[config.mk]
export PLATFORM = sky130hd
export DESIGN_NAME = pipe_stall_ctrl_flat
export DESIGN_NICKNAME = d
export VERILOG_FILES = /design/src/rtl/pipe_stall_ctrl_if.sv /design/src/rtl/pipe_stall_ctrl.sv /design/src/flat_wrapper.sv
export SDC_FILE = /design/constraint.sdc
export NUM_CORES = 1
export LEC_CHECK = 0
export CAP_MARGIN = 20
export CORE_UTILIZATION = 35
export DETAILED_ROUTE_END_ITERATION = 10
export GPL_TIMING_DRIVEN = 0
export PLACE_DENSITY = 0.77
export SYNTH_ARGS = -nofsm -noshare
export SYNTH_HDL_FRONTEND = slang
export SYNTH_SLANG_ARGS = --single-unit
[constraint.sdc]
create_clock -name clk -period 2.25 [get_ports clk]
set_input_delay 0.45 -clock clk [delete_from_list [all_inputs] [get_ports clk]]
set_output_delay 0.45 -clock clk [all_outputs]
set_load 0.01 [all_outputs]
[src/rtl/pipe_stall_ctrl_if.sv]
// ---------------------------------------------------------------------------
// pipe_stall_ctrl_if
//
// Purpose: bundles the hazard/stall signals exchanged between the 5-stage
// pipeline datapath and the central stall controller.
//
// Signals:
//   id_re1, id_re2     ID instruction reads source 1 / source 2
//   id_rs1, id_rs2     ID source register indices        [REG_AW-1:0]
//   ex_is_load         EX instruction is a load
//   ex_rd              EX destination register index     [REG_AW-1:0]
//   ex_is_div          EX instruction is a divide
//   ex_br_taken        branch/jump taken, resolved in EX
//   mem_wait           data memory not ready
//   pause              freeze bits [0]PC [1]IF/ID [2]ID/EX [3]EX/MEM [4]MEM/WB
//   bubble             load NOP into register i (same bit mapping as pause)
//   div_busy           divider sequencer active
//   div_done           one-cycle pulse on the divide's final cycle
//
// Modports:
//   master  pipeline side: drives the stall causes, receives the controls
//   slave   controller side: receives the causes, drives the controls
// ---------------------------------------------------------------------------
interface pipe_stall_ctrl_if #(
  parameter int REG_AW = 5
);

  logic              id_re1;
  logic              id_re2;
  logic [REG_AW-1:0] id_rs1;
  logic [REG_AW-1:0] id_rs2;
  logic              ex_is_load;
  logic [REG_AW-1:0] ex_rd;
  logic              ex_is_div;
  logic              ex_br_taken;
  logic              mem_wait;
  logic [4:0]        pause;
  logic [4:0]        bubble;
  logic              div_busy;
  logic              div_done;

  modport master (
    output id_re1, id_re2, id_rs1, id_rs2,
    output ex_is_load, ex_rd, ex_is_div, ex_br_taken, mem_wait,
    input  pause, bubble, div_busy, div_done
  );

  modport slave (
    input  id_re1, id_re2, id_rs1, id_rs2,
    input  ex_is_load, ex_rd, ex_is_div, ex_br_taken, mem_wait,
    output pause, bubble, div_busy, div_done
  );

endinterface

[src/rtl/pipe_stall_ctrl.sv]
// ---------------------------------------------------------------------------
// pipe_stall_ctrl
//
// Purpose: central hazard and stall controller for a 5-stage pipeline
// (PC, IF/ID, ID/EX, EX/MEM, MEM/WB). It merges the stall causes from the
// stages (load-use in ID, multi-cycle divide in EX, memory wait in MEM,
// taken branch in EX) into a per-register pause vector and bubble vector,
// and owns the divide-latency sequencer so the pipeline registers only need
// plain pause/flush inputs.
//
// Parameters:
//   DIV_CYCLES  cycles a divide occupies EX (2..32), default 8
//   REG_AW      register index width, default 5
//
// Ports:
//   clk    clock
//   rst    synchronous, active-low reset; all outputs forced 0 while low
//   bus    pipe_stall_ctrl_if.slave (stall causes in, pause/bubble/div out)
//
// Optional build macro PIPE_STALL_PERF_EN adds:
//   stall_cycles [31:0]  cycles with the PC frozen (pause[0]=1)
//   flush_count  [15:0]  applied branch flushes
// Both wrap and clear on reset. Without the macro they do not exist.
// ---------------------------------------------------------------------------
module pipe_stall_ctrl #(
  parameter int DIV_CYCLES = 8,
  parameter int REG_AW     = 5
) (
  input  logic                 clk,
  input  logic                 rst,
  pipe_stall_ctrl_if.slave     bus
`ifdef PIPE_STALL_PERF_EN
  ,
  output logic [31:0]          stall_cycles,
  output logic [15:0]          flush_count
`endif
);

  localparam int CW = (DIV_CYCLES > 2) ? $clog2(DIV_CYCLES) : 1;
  localparam logic [REG_AW-1:0] ZERO_REG = '0;

  // Stall patterns for stage k stalling: pause[k:0], bubble[k+1].
  localparam logic [4:0] MEM_PAUSE  = 5'b01111;
  localparam logic [4:0] MEM_BUBBLE = 5'b10000;
  localparam logic [4:0] DIV_PAUSE  = 5'b00111;
  localparam logic [4:0] DIV_BUBBLE = 5'b01000;
  localparam logic [4:0] LU_PAUSE   = 5'b00011;
  localparam logic [4:0] LU_BUBBLE  = 5'b00100;
  localparam logic [4:0] BR_BUBBLE  = 5'b00110;

  typedef enum logic [1:0] {
    IDLE = 2'd0,
    BUSY = 2'd1,
    DONE = 2'd2
  } div_state_t;

  div_state_t    state;
  logic [CW-1:0] cnt;
  logic          done_q;

  logic       luse;
  logic       div_stall;
  logic       flush;
  logic [4:0] pause_c;
  logic [4:0] bubble_c;
  logic [4:0] pause_o;

  // Divide sequencer. The launch cycle in IDLE already stalls EX, so cnt
  // holds the number of BUSY cycles still to go (including the current
  // one); the last productive BUSY cycle is cnt==1. Together with the
  // launch cycle and the DONE cycle this keeps the divide in EX for exactly
  // DIV_CYCLES cycles. mem_wait freezes all progress. done_q is the
  // registered div_done flag, high exactly while in DONE.
  always_ff @(posedge clk) begin
    if (!rst) begin
      state  <= IDLE;
      cnt    <= '0;
      done_q <= 1'b0;
    end else begin
      case (state)
        IDLE: begin
          if (bus.ex_is_div && !bus.mem_wait) begin
            if (DIV_CYCLES <= 2) begin
              state  <= DONE;
              done_q <= 1'b1;
            end else begin
              state <= BUSY;
              cnt   <= CW'(DIV_CYCLES - 2);
            end
          end
        end
        BUSY: begin
          if (!bus.mem_wait) begin
            if (cnt == CW'(1)) begin
              state  <= DONE;
              cnt    <= '0;
              done_q <= 1'b1;
            end else begin
              cnt <= cnt - 1'b1;
            end
          end
        end
        DONE: begin
          // ex_is_div is still high here for the same instruction; ignoring
          // it prevents the finished divide from relaunching.
          state  <= IDLE;
          done_q <= 1'b0;
        end
        default: begin
          state  <= IDLE;
          cnt    <= '0;
          done_q <= 1'b0;
        end
      endcase
    end
  end

  // Load-use hazard: the load in EX writes a register the ID instruction
  // reads. Register 0 is hardwired, so it never creates a hazard.
  always_comb begin
    luse = bus.ex_is_load && (bus.ex_rd != ZERO_REG) &&
           ((bus.id_re1 && (bus.id_rs1 == bus.ex_rd)) ||
            (bus.id_re2 && (bus.id_rs2 == bus.ex_rd)));
  end

  // EX is held by the divider in BUSY and on the launch cycle in IDLE.
  always_comb begin
    div_stall = (state == BUSY) || ((state == IDLE) && bus.ex_is_div);
  end

  // Cause arbitration. A taken branch only flushes when EX is free to move
  // (no mem or divide stall); otherwise the branch simply waits in EX with
  // ex_br_taken held and the flush lands on the release cycle. The flush
  // beats a load-use stall because the ID instruction is being cancelled.
  always_comb begin
    pause_c  = '0;
    bubble_c = '0;
    flush    = 1'b0;
    if (bus.mem_wait) begin
      pause_c  = MEM_PAUSE;
      bubble_c = MEM_BUBBLE;
    end else if (div_stall) begin
      pause_c  = DIV_PAUSE;
      bubble_c = DIV_BUBBLE;
    end else if (bus.ex_br_taken) begin
      bubble_c = BR_BUBBLE;
      flush    = 1'b1;
    end else if (luse) begin
      pause_c  = LU_PAUSE;
      bubble_c = LU_BUBBLE;
    end
  end

  // Outputs are forced low while reset is held. A frozen register must not
  // also be loaded with a NOP, so pause masks bubble bit-for-bit.
  always_comb begin
    pause_o = rst ? pause_c : 5'b00000;
  end

  assign bus.pause    = pause_o;
  assign bus.bubble   = rst ? (bubble_c & ~pause_c) : 5'b00000;
  assign bus.div_busy = rst & div_stall;
  assign bus.div_done = rst & done_q;

`ifdef PIPE_STALL_PERF_EN
  // Performance counters, free-running and wrapping.
  always_ff @(posedge clk) begin
    if (!rst) begin
      stall_cycles <= '0;
      flush_count  <= '0;
    end else begin
      if (pause_o[0]) begin
        stall_cycles <= stall_cycles + 32'd1;
      end
      if (flush) begin
        flush_count <= flush_count + 16'd1;
      end
    end
  end
`endif

endmodule

[src/flat_wrapper.sv]
// flat-port wrapper written by rule: the top's interface ports become plain ports
module pipe_stall_ctrl_flat 
#(
  parameter int DIV_CYCLES = 8,
  parameter int REG_AW     = 5
)
  (clk, rst, bus_id_re1, bus_id_re2, bus_id_rs1, bus_id_rs2, bus_ex_is_load, bus_ex_rd, bus_ex_is_div, bus_ex_br_taken, bus_mem_wait, bus_pause, bus_bubble, bus_div_busy, bus_div_done);
  pipe_stall_ctrl_if #(.REG_AW(REG_AW)) bus_i ();
  input  logic clk;
  input  logic rst;
  input wire logic [$bits(bus_i.id_re1)-1:0] bus_id_re1;
  input wire logic [$bits(bus_i.id_re2)-1:0] bus_id_re2;
  input wire logic [$bits(bus_i.id_rs1)-1:0] bus_id_rs1;
  input wire logic [$bits(bus_i.id_rs2)-1:0] bus_id_rs2;
  input wire logic [$bits(bus_i.ex_is_load)-1:0] bus_ex_is_load;
  input wire logic [$bits(bus_i.ex_rd)-1:0] bus_ex_rd;
  input wire logic [$bits(bus_i.ex_is_div)-1:0] bus_ex_is_div;
  input wire logic [$bits(bus_i.ex_br_taken)-1:0] bus_ex_br_taken;
  input wire logic [$bits(bus_i.mem_wait)-1:0] bus_mem_wait;
  output wire logic [$bits(bus_i.pause)-1:0] bus_pause;
  output wire logic [$bits(bus_i.bubble)-1:0] bus_bubble;
  output wire logic [$bits(bus_i.div_busy)-1:0] bus_div_busy;
  output wire logic [$bits(bus_i.div_done)-1:0] bus_div_done;
  assign bus_i.id_re1 = bus_id_re1;
  assign bus_i.id_re2 = bus_id_re2;
  assign bus_i.id_rs1 = bus_id_rs1;
  assign bus_i.id_rs2 = bus_id_rs2;
  assign bus_i.ex_is_load = bus_ex_is_load;
  assign bus_i.ex_rd = bus_ex_rd;
  assign bus_i.ex_is_div = bus_ex_is_div;
  assign bus_i.ex_br_taken = bus_ex_br_taken;
  assign bus_i.mem_wait = bus_mem_wait;
  assign bus_pause = bus_i.pause;
  assign bus_bubble = bus_i.bubble;
  assign bus_div_busy = bus_i.div_busy;
  assign bus_div_done = bus_i.div_done;
  pipe_stall_ctrl #(.DIV_CYCLES(DIV_CYCLES), .REG_AW(REG_AW)) u_core (.clk(clk), .rst(rst), .bus(bus_i));
endmodule
Yosys cells after proc, flatten, opt, wreduce, memory -nomap -nowiden. Cells that the tools add are included.

Register bits: 6. Input port bits: 23. Output and inout port bits: 12. Word-level logic and storage cells: 53.

Add/subtract/negate cells: 1. Equal/unequal tests: 8. Muxes and demuxes: 21. Bitwise logic cells: 6. Reduce and logical (&&, ||, !) cells: 14.

Operators with widths (number): 5-bit 2-to-1 mux (8); 3-bit 2-to-1 mux (4); 5-bit == test (2); 3-bit case mux with 3 select lines (1); 3-bit AND reduction (3); 2-bit 2-to-1 mux (4); 1-bit logical AND (6); 5-bit AND (1); 5-bit inverter (1); 5-bit nonzero test (1); 2-bit by 1-bit inequality test with 1-bit output (second input constant) (2); 2-bit case mux with 2 select lines (1); 3-bit by 1-bit == test with 1-bit output (second input constant) (1); 3-bit by 1-bit subtractor with 3-bit output (second input constant) (1); 1-bit AND (2); 2-bit by 1-bit == test with 1-bit output (second input constant) (1); 2-bit == test (second input constant) (1); 2-bit zero test (1); 1-bit logical OR (2); 1-bit 2-to-1 mux (2); 2-bit inequality test (second input constant) (1); 1-bit inverter (2); 1-bit case mux with 2 select lines (1); 1-bit zero test (1).

Depth between registers and ports, before layout.
Depth after elaboration: 11. Mapped depth: 5. Mapped depth without buffers: 5.

Least setup slack after synthesis. Ideal clock, no wire load.

Path kind: in2out. From: input port bus_ex_rd[3]. To: output port bus_pause[1]. Arrival: 1.624 ns. Required time: 1.800 ns. Setup slack: 0.176 ns. Cell stages on the path: 5. Path buffers: 1. Path through: xor2_1 nor4_2 a32oi_1 o41ai_2 buf_4.

Longest elaborated chain between the ends: 9. Elaborated cells between the ends (all ways): 13. Those cells by class: 2 x eq/ne; 5 x mux; 6 x reduce/logical.

Ends and longest elaborated chain: start: declaration (RTL line flat_wrapper.sv:16) `input wire logic [$bits(bus_i.ex_rd)-1:0] bus_ex_rd;`; 5-bit == test (on tied branches) (RTL line pipe_stall_ctrl.sv:122, pipe_stall_ctrl.sv:123); 1-bit logical AND (on tied branches) (RTL line pipe_stall_ctrl.sv:122, pipe_stall_ctrl.sv:123); 1-bit logical OR (RTL line pipe_stall_ctrl.sv:122) `((bus.id_re1 && (bus.id_rs1 == bus.ex_rd)) ||`; 1-bit logical AND * (RTL line pipe_stall_ctrl.sv:121) `luse = bus.ex_is_load && (bus.ex_rd != ZERO_REG) &&`; 2-bit 2-to-1 mux * (RTL line pipe_stall_ctrl.sv:148) `end else if (luse) begin`; 5-bit 2-to-1 mux * (RTL line pipe_stall_ctrl.sv:145) `end else if (bus.ex_br_taken) begin`; 5-bit 2-to-1 mux * (RTL line pipe_stall_ctrl.sv:142) `end else if (div_stall) begin`; 5-bit 2-to-1 mux * (RTL line pipe_stall_ctrl.sv:139) `if (bus.mem_wait) begin`; 5-bit 2-to-1 mux * (RTL line pipe_stall_ctrl.sv:157) `pause_o = rst ? pause_c : 5'b00000;`; end: declaration (RTL line flat_wrapper.sv:20) `output wire logic [$bits(bus_i.pause)-1:0] bus_pause;`.

Every way passes the cells marked *; elsewhere a longest branch is shown, timed or not.

Worst setup path after layout.
From: input port bus_id_rs2[1]. To: output port bus_pause[1].

Longest elaborated chain between the ends: 9.

Ends and longest elaborated chain: start: declaration (RTL line flat_wrapper.sv:14) `input wire logic [$bits(bus_i.id_rs2)-1:0] bus_id_rs2;`; 5-bit == test (RTL line pipe_stall_ctrl.sv:123) `(bus.id_re2 && (bus.id_rs2 == bus.ex_rd)));`; 1-bit logical AND (RTL line pipe_stall_ctrl.sv:123); 1-bit logical OR (RTL line pipe_stall_ctrl.sv:122); 1-bit logical AND (RTL line pipe_stall_ctrl.sv:121); 2-bit 2-to-1 mux (RTL line pipe_stall_ctrl.sv:148); 5-bit 2-to-1 mux (RTL line pipe_stall_ctrl.sv:145); 5-bit 2-to-1 mux (RTL line pipe_stall_ctrl.sv:142); 5-bit 2-to-1 mux (RTL line pipe_stall_ctrl.sv:139); 5-bit 2-to-1 mux (RTL line pipe_stall_ctrl.sv:157).

Every way passes these cells.

==> flow_summary_export.csv <==
group,metric,value,unit
drt,wl,1.410,mm
placement,gp_congestion,0.6565,
power_and_ir_drop,p_leak,0.0004464,uW
critical_path,start_kind,"input port",
sta,finalHoldWorstSlack,0.4526,ns
final_layout,design_area,900.9,sq um
synthesis,seq_area_frac_synth,0.2238,
critical_path,endpoint_kind,"primary output",
run_status,status,"finished clean",
floorplan,fp.coreArea,1366,sq um
critical_path,crit_type,"input port to primary output",
synthesis,synth-compound-area-share,0.2121,
global_route,use_met3,0.05978,
placement,port_buffers,32,
floorplan,die-width,41.16,um
final_layout,drive_gt1_frac,0.3302,
global_route,antenna_found_initial,0,
global_route,grt.busiest_layer,"met2",
critical_path,arrival,1.79,ns
clock_network,cts_sinks,6,
synthesis,synth_cell_types,32,
synthesis,synth.top_cell.area_share,0.2238,
synthesis,yosys_warnings,0,
critical_path,r2r-end,"u_core.cnt[0]",
clock_network,cts_buffers,3,
synthesis,synth_fa_ha_area_frac,0.04662,
power_and_ir_drop,powerDensity,395.5,nW/um^2
synthesis,synth-simple-area-share,0.2354,
global_route,grt_usage,0.1953,
final_layout,antennaDiodeCount,0,
sta,setup_viol,0,
sta,rsz0062_at_grt,"yes",
critical_path,reg2reg_slack,0.81,ns
final_layout,final_cells,121,
floorplan,fp.dieH,41.16,um
synthesis,yosys-mux-area-fraction,0,
synthesis,ys_ff_latch,6,
global_route,met2_usage,0.3672,
drt,drc_errors,0,
synthesis,synthCells,69,
flow_run,drv_cap,0,
drt,num_vias,623,
clock_network,clk_path_buf_depth,2,
critical_path,cp-endpoint,"bus_pause[1]",
drt,drtAntennaViolNets,0,
placement,dp.cells,117,
critical_path,worst-path-max-fanout,2,
min_path,worstHoldPathType,"flip-flop to flip-flop",
power_and_ir_drop,vdd.ir_drop.worst,0.0001874,V
global_route,grt_pass1_wl,2.159,mm
clock_network,clk_latency,0.25,ns
clock_network,root_buffer,"clkbuf_4",
synthesis,synth_top_area_cell,"dfxtp_1",
sta,max_freq,445.6,MHz
synthesis,mappedNetlistArea,536.8,sq um
synthesis,synth_area_leaders,"dfxtp_1 22%, xor2_1 13%, buf_4 5.6%",
sta,maxSlewViolCount,0,
global_route,grt_max_degree,9,
sta,finClkSkew,0.004136,ns
synthesis,synth_xor_area_frac,0.1632,
clock_network,cts.reportedPaths.clkPinSlew,0.05,ns
synthesis,syn_avg_cell_area,7.779,sq um
critical_path,rr_worst_depth,5,
final_layout,synthToLayoutAreaGrowth,67.83,%
drt,via_per_inst,5.149,
critical_path,required,1.80,ns
sta,period_minus_slack,2.244,ns
global_route,grt_pass1_vias,552,
clock_network,cts_tree,"done",
global_route,use_met1,0.1789,
power_and_ir_drop,p_total,356.3,uW
critical_path,critPathLaunch,"bus_id_rs2[1]",
final_layout,fin_nets,133,
floorplan,initial_core_util,0.3929,
sta,finalCritPeriodShare,0.9974,
placement,dpl_cell_area,879.6,sq um
drt,first_pass_iters,4,
clock_network,cts_max_level,1,
placement,dp_hpwl,1.136,mm
drt,avgRoutedWirePerCell,11.65,um
drt,drt_iter0_drc,3,
global_route,gr-total-overflow,0,
floorplan,die_area,1694,sq um
floorplan,ioPinCount,35,
sta,finalHoldViolCount,0,
floorplan,rows,13,
critical_path,r2r_start,"u_core.cnt[1]",
synthesis,synth_top_family_by_area,"simple AND/OR/NAND/NOR gates",
sta,finalSetupTns,0,ns
==> through the flow <==
step	setup slack, ns	utilization
6_report	0.005911	0.6593
5_1_grt	-0.09622	0.6593
4_1_cts	0.0004505	0.6557
3_5_place_dp	-0.8270	0.6438
3_3_place_gp	-0.8127	0.6438
2_1_floorplan	0.1762	-
==> cell usage in the layout, fill, tap and decap left out, types with 2 or more instances in the layout <==
cell	n
nand3_1	2
clkbuf_2	7
conb_1	2
buf_4	5
clkbuf_4	3
dfxtp_1	6
o21ai_0	3
inv_2	2
inv_1	6
nand2_1	3
dlymetal6s2s_1	3
xor2_1	6
nand2b_1	3
buf_6	3
and2_1	2
ha_1	2
buf_2	4
nor2_1	5
dlygate4sd2_1	6
nor4_2	2
xor2_2	2
clkdlybuf4s50_1	8
a21oi_1	3
==> routing by layer <==
metal | vias up | share of wire
met1 | 275 | 0.36
met4 | 0 | 0.030
met2 | 36 | 0.48
met5 | - | 0
li1 | 305 | -
met3 | 7 | 0.12
==> how the worst min path moves through the flow <==
stage	startpoint	endpoint	slack, ns	cells past startpoint
global route	u_core.cnt[1]	u_core.cnt[1]	0.48	2
detailed placement	u_core.cnt[1]	u_core.cnt[1]	0.45	2
global placement	u_core.cnt[1]	u_core.cnt[1]	0.44	2
floorplan	u_core.cnt[1]	u_core.cnt[1]	0.43	2
finish	u_core.cnt[1]	u_core.cnt[1]	0.45	2
CTS	u_core.cnt[1]	u_core.cnt[1]	0.46	2
==> repair_timing <==
action / in CTS / in global routing
setup endpoints to repair: 9 / 4
hold buffers: 0 / 0
setup buffers: 1 / 0
gates resized for setup: 45 / 30
hold endpoints to repair: 0 / 0
pin swaps: 5 / 11
==> state kept, by name, indices dropped and copies added (netlist names) <==
signal and count:
u_core.state 2, u_core.cnt 3, u_core.done_q 1
==> cell type report <==
cell class | instances | area (sq um)
Sequential cell | 6 | 120.1
Multi-Input combinational cell | 52 | 402.9
Tap cell | 15 | 18.77
Fill cell | 132 | 465.4
Timing Repair Buffer | 33 | 276.5
Clock buffer | 3 | 22.52
Inverter | 8 | 30.03
Buffer | 4 | 30.03
==> worst max-delay path: stages <==
cell     delay [ns]
buf_6          0.10
xor2_2         0.16
nor4_2         0.31
a32oi_2        0.18
o41ai_2        0.34
buf_4          0.17
buf_6          0.09
==> where the power goes <==
part	leakage (uW)	internal (uW)	total [uW]	switching, uW
Sequential	0.0000492	113	120	6.22
Clock	0.0000138	60.5	101	40.9
Combinational	0.000383	73.3	135	62.0
==> synth_stat cells <==
| cell | n |
|---|---|
| xor2_1 | 8 |
| inv_1 | 7 |
| dfxtp_1 | 6 |
| nor2_1 | 6 |
| buf_4 | 4 |
| a21oi_1 | 3 |
| nand2_1 | 3 |
| nand2b_1 | 3 |
| o21ai_0 | 3 |
| ha_1 | 2 |
| nand3_1 | 2 |
| xnor2_1 | 2 |
| a211o_1 | 1 |
| a211o_2 | 1 |
| a21oi_2 | 1 |
| a311oi_1 | 1 |
| a32oi_1 | 1 |
| and2_0 | 1 |
| and2_1 | 1 |
| conb_1 | 1 |
| inv_2 | 1 |
| nor2b_1 | 1 |
| nor3_1 | 1 |
| nor3b_1 | 1 |
| nor4_1 | 1 |
| nor4_2 | 1 |
| o211a_1 | 1 |
| o21ai_1 | 1 |
| o21bai_1 | 1 |
| o41ai_2 | 1 |
| or3_1 | 1 |
| or4_1 | 1 |
==> kinds of logic (layout without fill, tap and decap cells) <==
family / count (synthesis) / after routing
AND/OR/NAND/NOR: 23 / 23
XOR/XNOR: 10 / 10
adder cells (fa/ha/maj): 2 / 2
buffers and inverters: 12 / 48
AO/OA/AOI/OAI: 15 / 15
flip-flops: 6 / 6
other: 1 / 2
No activity file was read; power rests on OpenSTA's default activity.
